<file path="src/rtl/jt7759_fetch_pkg.sv">
// Shared types and constants for the jt7759 read sequencer.
package jt7759_fetch_pkg;

  localparam int unsigned AW           = 17;
  localparam int unsigned TBL_BASE_DEF = 5;

  typedef enum logic [2:0] {
    StIdle,
    StRdMax,
    StRdHi,
    StRdLo,
    StStream,
    StGap
  } state_t;

endpackage

</file>
<file path="src/rtl/jt7759_fetch_fifo.sv">
// Two-entry prefetch buffer between the read sequencer and the ADPCM decoder.
module jt7759_fetch_fifo (
  input  logic       rst,
  input  logic       clk,
  input  logic       push,
  input  logic [7:0] din,
  input  logic       pop,
  input  logic       flush,
  output logic [7:0] dout,
  output logic [1:0] count
);

  logic [7:0] tail;
  logic       pop_ok;
  logic       push_ok;

  assign pop_ok  = pop && (count != 2'd0);
  assign push_ok = push && ((count != 2'd2) || pop_ok);

  always_ff @(posedge clk or posedge rst) begin
    if (rst) begin
      dout  <= 8'd0;
      tail  <= 8'd0;
      count <= 2'd0;
    end else if (flush) begin
      count <= 2'd0;
    end else begin
      case ({push_ok, pop_ok})
        2'b10: begin
          if (count == 2'd0) dout <= din;
          else tail <= din;
          count <= count + 2'd1;
        end
        2'b01: begin
          dout  <= tail;
          count <= count - 2'd1;
        end
        2'b11: begin
          // Simultaneous push/pop keeps the count; the new byte lands behind the old tail.
          if (count == 2'd1) begin
            dout <= din;
          end else begin
            dout <= tail;
            tail <= din;
          end
        end
        default: ;
      endcase
    end
  end

endmodule

</file>
<file path="src/rtl/jt7759_fetch.sv">
// Phrase-table walker and byte streamer; sole master of the ctrl_* read port.
// Optional read timeout enabled by defining JT7759_TIMEOUT_EN.
module jt7759_fetch
  import jt7759_fetch_pkg::*;
#(
  parameter int unsigned TBL_BASE = TBL_BASE_DEF,
  parameter int unsigned TO_TICKS = 255
) (
  input  logic          rst,
  input  logic          clk,
  input  logic          cen4,
  input  logic          start,
  input  logic [7:0]    sel,
  input  logic          stop,
  output logic          busy,
  output logic          err,
  input  logic          byte_rd,
  output logic [7:0]    byte_dout,
  output logic          byte_ok,
  output logic          ctrl_cs,
  output logic [AW-1:0] ctrl_addr,
  input  logic [7:0]    ctrl_din,
  input  logic          ctrl_ok
);

  state_t        state;
  logic [7:0]    sel_r;
  logic [7:0]    hi;
  logic [1:0]    count;
  logic          rd_done;
  logic          timeout;
  logic          flush;
  logic          push;
  logic          slot_free;
  logic [AW-1:0] tbl_addr;

  assign rd_done   = ctrl_cs && ctrl_ok;
  assign tbl_addr  = AW'(TBL_BASE) + {8'd0, sel_r, 1'b0};
  assign push      = (state == StStream) && rd_done;
  // A pop in this clk frees a slot even when the buffer is full.
  assign slot_free = (count != 2'd2) || byte_rd;
  assign flush     = start || (stop && (state != StIdle)) || timeout;
  assign byte_ok   = (count != 2'd0);

`ifdef JT7759_TIMEOUT_EN
  logic [7:0] to_cnt;

  always_ff @(posedge clk or posedge rst) begin
    if (rst) begin
      to_cnt <= 8'd0;
    end else if (!ctrl_cs) begin
      to_cnt <= 8'd0;
    end else if (cen4 && !ctrl_ok && (to_cnt != TO_TICKS[7:0])) begin
      to_cnt <= to_cnt + 8'd1;
    end
  end

  assign timeout = ctrl_cs && !ctrl_ok && (to_cnt == TO_TICKS[7:0]);
`else
  logic unused_cfg;
  assign unused_cfg = ^{cen4, TO_TICKS[7:0]};
  assign timeout    = 1'b0;
`endif

  always_ff @(posedge clk or posedge rst) begin
    if (rst) begin
      state     <= StIdle;
      busy      <= 1'b0;
      err       <= 1'b0;
      ctrl_cs   <= 1'b0;
      ctrl_addr <= '0;
      sel_r     <= 8'd0;
      hi        <= 8'd0;
    end else if (start) begin
      sel_r     <= sel;
      busy      <= 1'b1;
      err       <= 1'b0;
      ctrl_addr <= '0;
      if (state == StIdle) begin
        state   <= StRdMax;
        ctrl_cs <= 1'b1;
      end else begin
        state   <= StGap;
        ctrl_cs <= 1'b0;
      end
    end else if (stop && (state != StIdle)) begin
      state   <= StIdle;
      busy    <= 1'b0;
      ctrl_cs <= 1'b0;
    end else if (timeout) begin
      state   <= StIdle;
      busy    <= 1'b0;
      err     <= 1'b1;
      ctrl_cs <= 1'b0;
    end else begin
      // Every capture drops ctrl_cs; the following clk re-raises it, giving the one-clk gap.
      case (state)
        StGap: begin
          state   <= StRdMax;
          ctrl_cs <= 1'b1;
        end
        StRdMax: begin
          if (rd_done) begin
            ctrl_cs <= 1'b0;
            if (sel_r > ctrl_din) begin
              err   <= 1'b1;
              busy  <= 1'b0;
              state <= StIdle;
            end else begin
              ctrl_addr <= tbl_addr;
              state     <= StRdHi;
            end
          end
        end
        StRdHi: begin
          if (rd_done) begin
            hi        <= ctrl_din;
            ctrl_cs   <= 1'b0;
            ctrl_addr <= tbl_addr + AW'(1);
            state     <= StRdLo;
          end else begin
            ctrl_cs <= 1'b1;
          end
        end
        StRdLo: begin
          if (rd_done) begin
            ctrl_cs   <= 1'b0;
            ctrl_addr <= {hi, ctrl_din, 1'b0};
            state     <= StStream;
          end else begin
            ctrl_cs <= 1'b1;
          end
        end
        StStream: begin
          if (rd_done) begin
            ctrl_cs   <= 1'b0;
            ctrl_addr <= ctrl_addr + AW'(1);
          end else if (!ctrl_cs && slot_free) begin
            ctrl_cs <= 1'b1;
          end
        end
        default: ;
      endcase
    end
  end

  jt7759_fetch_fifo u_fifo (
    .rst   (rst),
    .clk   (clk),
    .push  (push),
    .din   (ctrl_din),
    .pop   (byte_rd),
    .flush (flush),
    .dout  (byte_dout),
    .count (count)
  );

endmodule

</file>
<file path="config.mk">
export PLATFORM = sky130hd
export DESIGN_NAME = jt7759_fetch
export DESIGN_NICKNAME = d
export VERILOG_FILES = /design/src/rtl/jt7759_fetch_pkg.sv /design/src/rtl/jt7759_fetch_fifo.sv /design/src/rtl/jt7759_fetch.sv
export SDC_FILE = /design/constraint.sdc
export NUM_CORES = 1
export LEC_CHECK = 0
export CAP_MARGIN = 20
export CORE_MARGIN = 5
export CORE_UTILIZATION = 30
export CTS_CLUSTER_DIAMETER = 50
export DETAILED_ROUTE_END_ITERATION = 7
export HOLD_SLACK_MARGIN = 0.03
export MAX_ROUTING_LAYER = met4
export PLACE_DENSITY = 0.54
export SLEW_MARGIN = 10
export SYNTH_ARGS = -nofsm -noshare
export SYNTH_HDL_FRONTEND = slang
export SYNTH_SLANG_ARGS = --single-unit
</file>
<file path="constraint.sdc">
create_clock -name clk -period 2.4 [get_ports clk]
set_input_delay 0.72 -clock clk [delete_from_list [all_inputs] [get_ports clk]]
set_output_delay 0.72 -clock clk [all_outputs]
set_load 0.05 [all_outputs]
</file>
Word level (Yosys, flattened, before mapping)
Cells that the tools add are included.

Logic and storage cells: 119. Output and inout port bits: 29. Input bits: 23. Bits in registers: 57.

Equal/unequal tests: 23. Multiplexer cells: 42. Reduce and logical (&&, ||, !) cells: 35. Bitwise logic cells: 3. Magnitude comparators: 1. Add/sub/neg operators: 5.

Operators with widths (count): 2-to-1 mux 17 bit (7); case mux 17 bit (4 select lines) (1); 2-to-1 mux 8 bit (4); case mux 8 bit (3 select lines) (1); 2-to-1 mux 3 bit (6); nonzero test 3 bit (6); adder 17 x 1 -> 17 bit (second input constant) (1); 2-to-1 mux 1 bit (17); case mux 8 bit (2 select lines) (1); AND reduction 4 bit (4); inequality test 3 bit (second input constant) (5); inequality test 4 bit (second input constant) (3); case mux 3 bit (4 select lines) (1); nonzero test 6 bit (2); adder 10 x 1 -> 11 bit (second input constant) (1); adder 3 x 9 -> 10 bit (first input constant) (1); nonzero test 2 bit (5); AND reduction 3 bit (3); > comparator 8 bit (1); inequality test 2 bit (second input constant) (4); AND reduction 7 bit (1); equality test 3 x 2 -> 1 bit (second input constant) (2); equality test 3 bit (second input constant) (2); logical AND 1 bit (6); other kinds (17) (24).

Depth between registers and ports, before layout
Depth in word-level cells: 8. Gate-level depth with buffers: 10. Mapped depth without buffers: 9.

Cells and area by module
A second synthesis with hierarchy kept.

Cells, all modules: 419. Area, all modules: 3826.2 um^2.

Modules (own cells, without submodules): jt7759_fetch (area each 2917.8 um^2, instances 1, cells an instance 343); jt7759_fetch_fifo (area each 908.4 um^2, instances 1, cells an instance 76).

Worst setup path after synthesis
Ideal clock, no wire load.

Kind: input to register. From: in ctrl_din[7]. To: reg ctrl_addr[0]. Data arrival time: 2355 ps. Setup time: 121 ps. Path slack: -76 ps. Stages on the path: 9. Required time: 2279 ps. Cells stage by stage: inv_1 ha_1 and4_1 nand2b_1 and3_1 nor4_4 nor2_2 buf_6 a22o_1.

Longest elaborated chain between the ends: 3.

Ends and longest elaborated chain: start, declared (line jt7759_fetch.sv:22) `input logic [7:0] ctrl_din,`; > comparator 8 bit (line jt7759_fetch.sv:105) `if (sel_r > ctrl_din) begin`; inequality test 3 bit (no line); AND reduction 7 bit (no line); end signal, assigned (line jt7759_fetch.sv:110) `ctrl_addr <= tbl_addr;`; end signal, assigned (line jt7759_fetch.sv:119) `ctrl_addr <= tbl_addr + AW'(1);`; end signal, assigned (line jt7759_fetch.sv:128) `ctrl_addr <= {hi, ctrl_din, 1'b0};`; end, declared (line jt7759_fetch.sv:21) `output logic [AW-1:0] ctrl_addr,`.

No other way between the ends. A chain may end at the register's enable or synchronous reset.

Worst setup path in the final report
From: in ctrl_din[3]. To: reg ctrl_addr[5].

Same word-level chain as after synthesis.

==> results.py <==
metrics = {
    "outcome": {
        "outcome": "completed",
    },
    "sta": {
        "whs_ns": 0.476,
        "max_freq_mhz": 424,
        "slew_headroom_pct": 64.4,
        "period_needed_ns": 2.36,
        "period_share_pct": 98.3,
        "worst_slew_pin_slew_ns": 0.533,
        "setup_viol": 0,
        "final-hold-violation-count": 0,
        "drv_slew": 0,
        "clock_skew_ns": 0.00580,
    },
    "route": {
        "vias": 3494,
        "wl_per_cell_um": 16.9,
        "viasPerCell": 5.19,
        "drt_first_pass_iters": 4,
        "drt_iter0_drc": 277,
        "final_antenna_net_count": 0,
        "wl_um": 11300,
        "drcViolationCount": 0,
    },
    "placement": {
        "io_buffers": 50,
        "dp.cells": 655,
        "hpwl_um": 8740,
        "gp_congestion": 0.892,
    },
    "critical_path": {
        "end_kind": "register",
        "critPathMaxStageDelay_ns": 0.27,
        "path_max_fanout": 5,
        "path_class": "primary input to register",
        "cp-start-kind": "primary input",
        "r2r_start": "sel_r[2]$_DFFE_PP0P_",
        "slowest_stage": "ha_4",
        "r2r.worst_path.cells": 6,
        "arrival_ns": 2.57,
        "rrSetupSlack_ns": 0.17,
        "r2r-end": "ctrl_addr[7]$_DFFE_PP0P_",
        "required_ns": 2.62,
        "crit_chain": "dlygate4sd2_1 -> inv_2 -> ha_4 -> nand4_1 -> nand2b_4 -> and3_4 -> nor4_4 -> buf_4 -> nor2_2 -> a22o_1",
    },
    "global_routing": {
        "grt_use_total_pct": 16.4,
        "grt_max_degree": 37,
        "antenna_found_initial": 0,
        "grt_pass1_vias": 3557,
        "grt_pass1_wl_um": 18400,
        "grt-ovfl-total": 0,
    },
    "finish": {
        "fillers": 1214,
        "area_growth_pct": 39.1,
        "layout.nets": 559,
        "finalNonFillerCells": 673,
        "post_route_cells_drive_above_1_share_pct": 22.6,
        "n_antenna_cell": 0,
        "fin_util_pct": 42.7,
    },
    "pwr": {
        "power.leakage_nw": 2.16,
        "vdd_ir_drop_max_mv": 0.284,
        "powerDensity_nw_per_um2": 716,
        "power_mw": 3.68,
    },
    "synth": {
        "synth_nets": 463,
        "synth.cell_area_sq_um": 3690,
        "yosysWarnings": 0,
        "synth_ff_type": "dfrtp_1",
        "synth_cell_types": 55,
        "syn_area_per_cell_sq_um": 8.68,
        "synth-edff-count": 0,
        "synth_cells": 425,
        "synth-seq-area-share_pct": 38.7,
        "ys_seq_elements": 57,
        "async_flop_share_pct": 100,
    },
    "floorplanning": {
        "rows": 40,
        "die_area_sq_um": 14600,
        "die_h_um": 121,
        "ios": 52,
        "fp.dieW_um": 121,
        "initial_core_util_pct": 30.7,
        "core_area_sq_um": 12000,
    },
    "clock_tree": {
        "root_buffer": "clkbuf_16",
        "cts_hold_buf": 0,
        "clock_latency_ns": 0.33,
        "clockBufferDepth": 2,
        "tritoncts": "yes",
        "clk_pin_slew_worst_paths_ns": 0.05,
        "htreeDepth": 3,
        "cts_buffers": 9,
        "clock_sinks": 57,
    },
    "worst_hold_path": {
        "min_path_type": "register to register",
        "whs_endpoint": "u_fifo.dout[1]$_DFFE_PP0P_",
        "hold-path-cell-count": 2,
        "holdCritStartpoint": "u_fifo.dout[1]$_DFFE_PP0P_",
    },
    "flow_run": {
        "cap_violations": 0,
    },
}
==> Yosys cell counts (2+ instances only) <==
master / number / area (sq um)
dfrtp_1: 57 / 1430
nand2_1: 55 / 206
o21ai_0: 45 / 225
a21oi_1: 27 / 135
inv_1: 24 / 90.1
nor2_1: 24 / 90.1
ha_1: 15 / 188
mux2_2: 14 / 158
nor3_1: 14 / 70.1
mux2i_1: 13 / 130
xnor2_1: 12 / 105
clkbuf_1: 10 / 37.5
nand4_1: 9 / 56.3
nand3_1: 8 / 40.0
a22oi_1: 6 / 45.0
buf_2: 5 / 25.0
nand2b_1: 5 / 31.3
xor2_1: 5 / 43.8
a21boi_0: 4 / 30.0
a221oi_1: 4 / 35.0
a22o_1: 4 / 35.0
a31oi_1: 4 / 25.0
nor2_2: 4 / 25.0
o21ai_1: 4 / 20.0
and2_1: 3 / 18.8
buf_1: 3 / 11.3
nor2b_1: 3 / 18.8
o21bai_1: 3 / 22.5
or2_2: 3 / 18.8
or3_1: 3 / 18.8
a211oi_1: 2 / 15.0
a32oi_1: 2 / 17.5
and3_1: 2 / 12.5
buf_6: 2 / 22.5
nor4_1: 2 / 12.5
o211ai_1: 2 / 15.0
o21a_1: 2 / 15.0
o22a_1: 2 / 17.5
o31ai_1: 2 / 15.0
o32ai_1: 2 / 17.5
==> flip-flops by register name, indices dropped and copies added, names as in the netlist <==
register / flops
ctrl_addr: 17
u_fifo.count: 2
state: 3
ctrl_cs: 1
u_fifo.tail: 8
sel_r: 8
u_fifo.dout: 8
busy: 1
hi: 8
err: 1
==> stage by stage <==
| step | setup WS, ns | setup TNS, ns | area (sq um) |
|---|---|---|---|
| 6_report | 0.0417 | 0 | 5130 |
| 3_3_place_gp | -0.641 | -12.74 | 4710 |
| 2_1_floorplan | 0.00485 | 0 | 3710 |
| 3_5_place_dp | -0.663 | -13.65 | 4710 |
| 4_1_cts | 0.0238 | 0 | 5070 |
| 5_1_grt | -0.00323 | -0.00323 | 5130 |
==> critical path, delay by kind of cell <==
family | cells | cell delay [ns]
AOI/OAI and AO/OA | 1 | 0.23
and+or+nand+nor | 5 | 0.83
buffers and inverters | 3 | 0.52
adders and majority gates | 1 | 0.27
==> metal layers <==
| metal | vias to the layer above | global-route usage [%] | wire length [um] |
|---|---|---|---|
| met3 | 18 | 3.12 | 581 |
| met5 | - | - | 0 |
| met2 | 85 | 25.2 | 5200 |
| li1 | 1715 | - | - |
| met1 | 1676 | 21.7 | 5310 |
| met4 | 0 | 5.81 | 255 |
==> cell usage in the layout (no fill, tap or decap), types with 9 or more instances in the layout <==
master,Yosys,routed
a21oi_1,27,26
buf_4,0,57
clkbuf_16,0,9
clkdlybuf4s50_1,0,35
dfrtp_1,57,57
ha_1,15,10
inv_1,24,18
mux2_2,14,14
mux2i_1,13,13
nand2_1,55,55
nand4_1,9,9
nor2_1,24,24
nor3_1,14,14
o21ai_0,45,42
xnor2_1,12,12
==> layout make-up <==
class	count	area, sq um	share of cell area, %
clock buffer	11	243	4.73
clock inverter	5	78.8	1.54
timing repair buffer	104	912	17.8
inverter	24	92.6	1.80
tap	147	184	3.59
sequential	57	1430	27.8
multi-input combinational	325	2190	42.8
==> cell families (layout without fill, tap and decap cells) <==
logic type | count (synthesis) | after routing | synth area share (%)
adders and majority gates | 15 | 15 | 5.09
AOI/OAI and AO/OA | 122 | 122 | 20.4
and+or+nand+nor | 143 | 144 | 19.0
xor gates and xnor gates | 17 | 17 | 4.04
buffers and inverters | 44 | 144 | 5.05
DFF | 57 | 57 | 38.7
muxes | 27 | 27 | 7.80
==> worst max path at each step <==
stage / from / endpoint / slack [ns]
6_report: ctrl_din[3] / ctrl_addr[5]$_DFFE_PP0P_ / 0.04
3_3_place_gp: ctrl_din[7] / ctrl_addr[14]$_DFFE_PP0P_ / -0.64
3_5_place_dp: ctrl_din[7] / ctrl_addr[4]$_DFFE_PP0P_ / -0.66
5_1_grt: ctrl_din[3] / ctrl_addr[6]$_DFFE_PP0P_ / -0.003
2_1_floorplan: ctrl_din[1] / ctrl_addr[0]$_DFFE_PP0P_ / 0.005
4_1_cts: ctrl_din[1] / ctrl_addr[4]$_DFFE_PP0P_ / 0.02
==> where the power goes <==
group | switching (mW) | leakage, nW | total (mW) | internal (mW)
Sequential | 0.0843 | 0.759 | 1.15 | 1.07
Clock | 0.458 | 0.159 | 1.39 | 0.935
Combinational | 0.687 | 1.24 | 1.13 | 0.445
Total | 1.23 | 2.16 | 3.68 | 2.45
==> what timing repair did <==
action	in CTS	in global routing
gates resized for setup	20	15
endpoints found under the setup margin	20	26
pin swaps	2	5
buffers inserted	1	0
gates cloned	0	1
No activity file was read; power rests on OpenSTA's default activity.
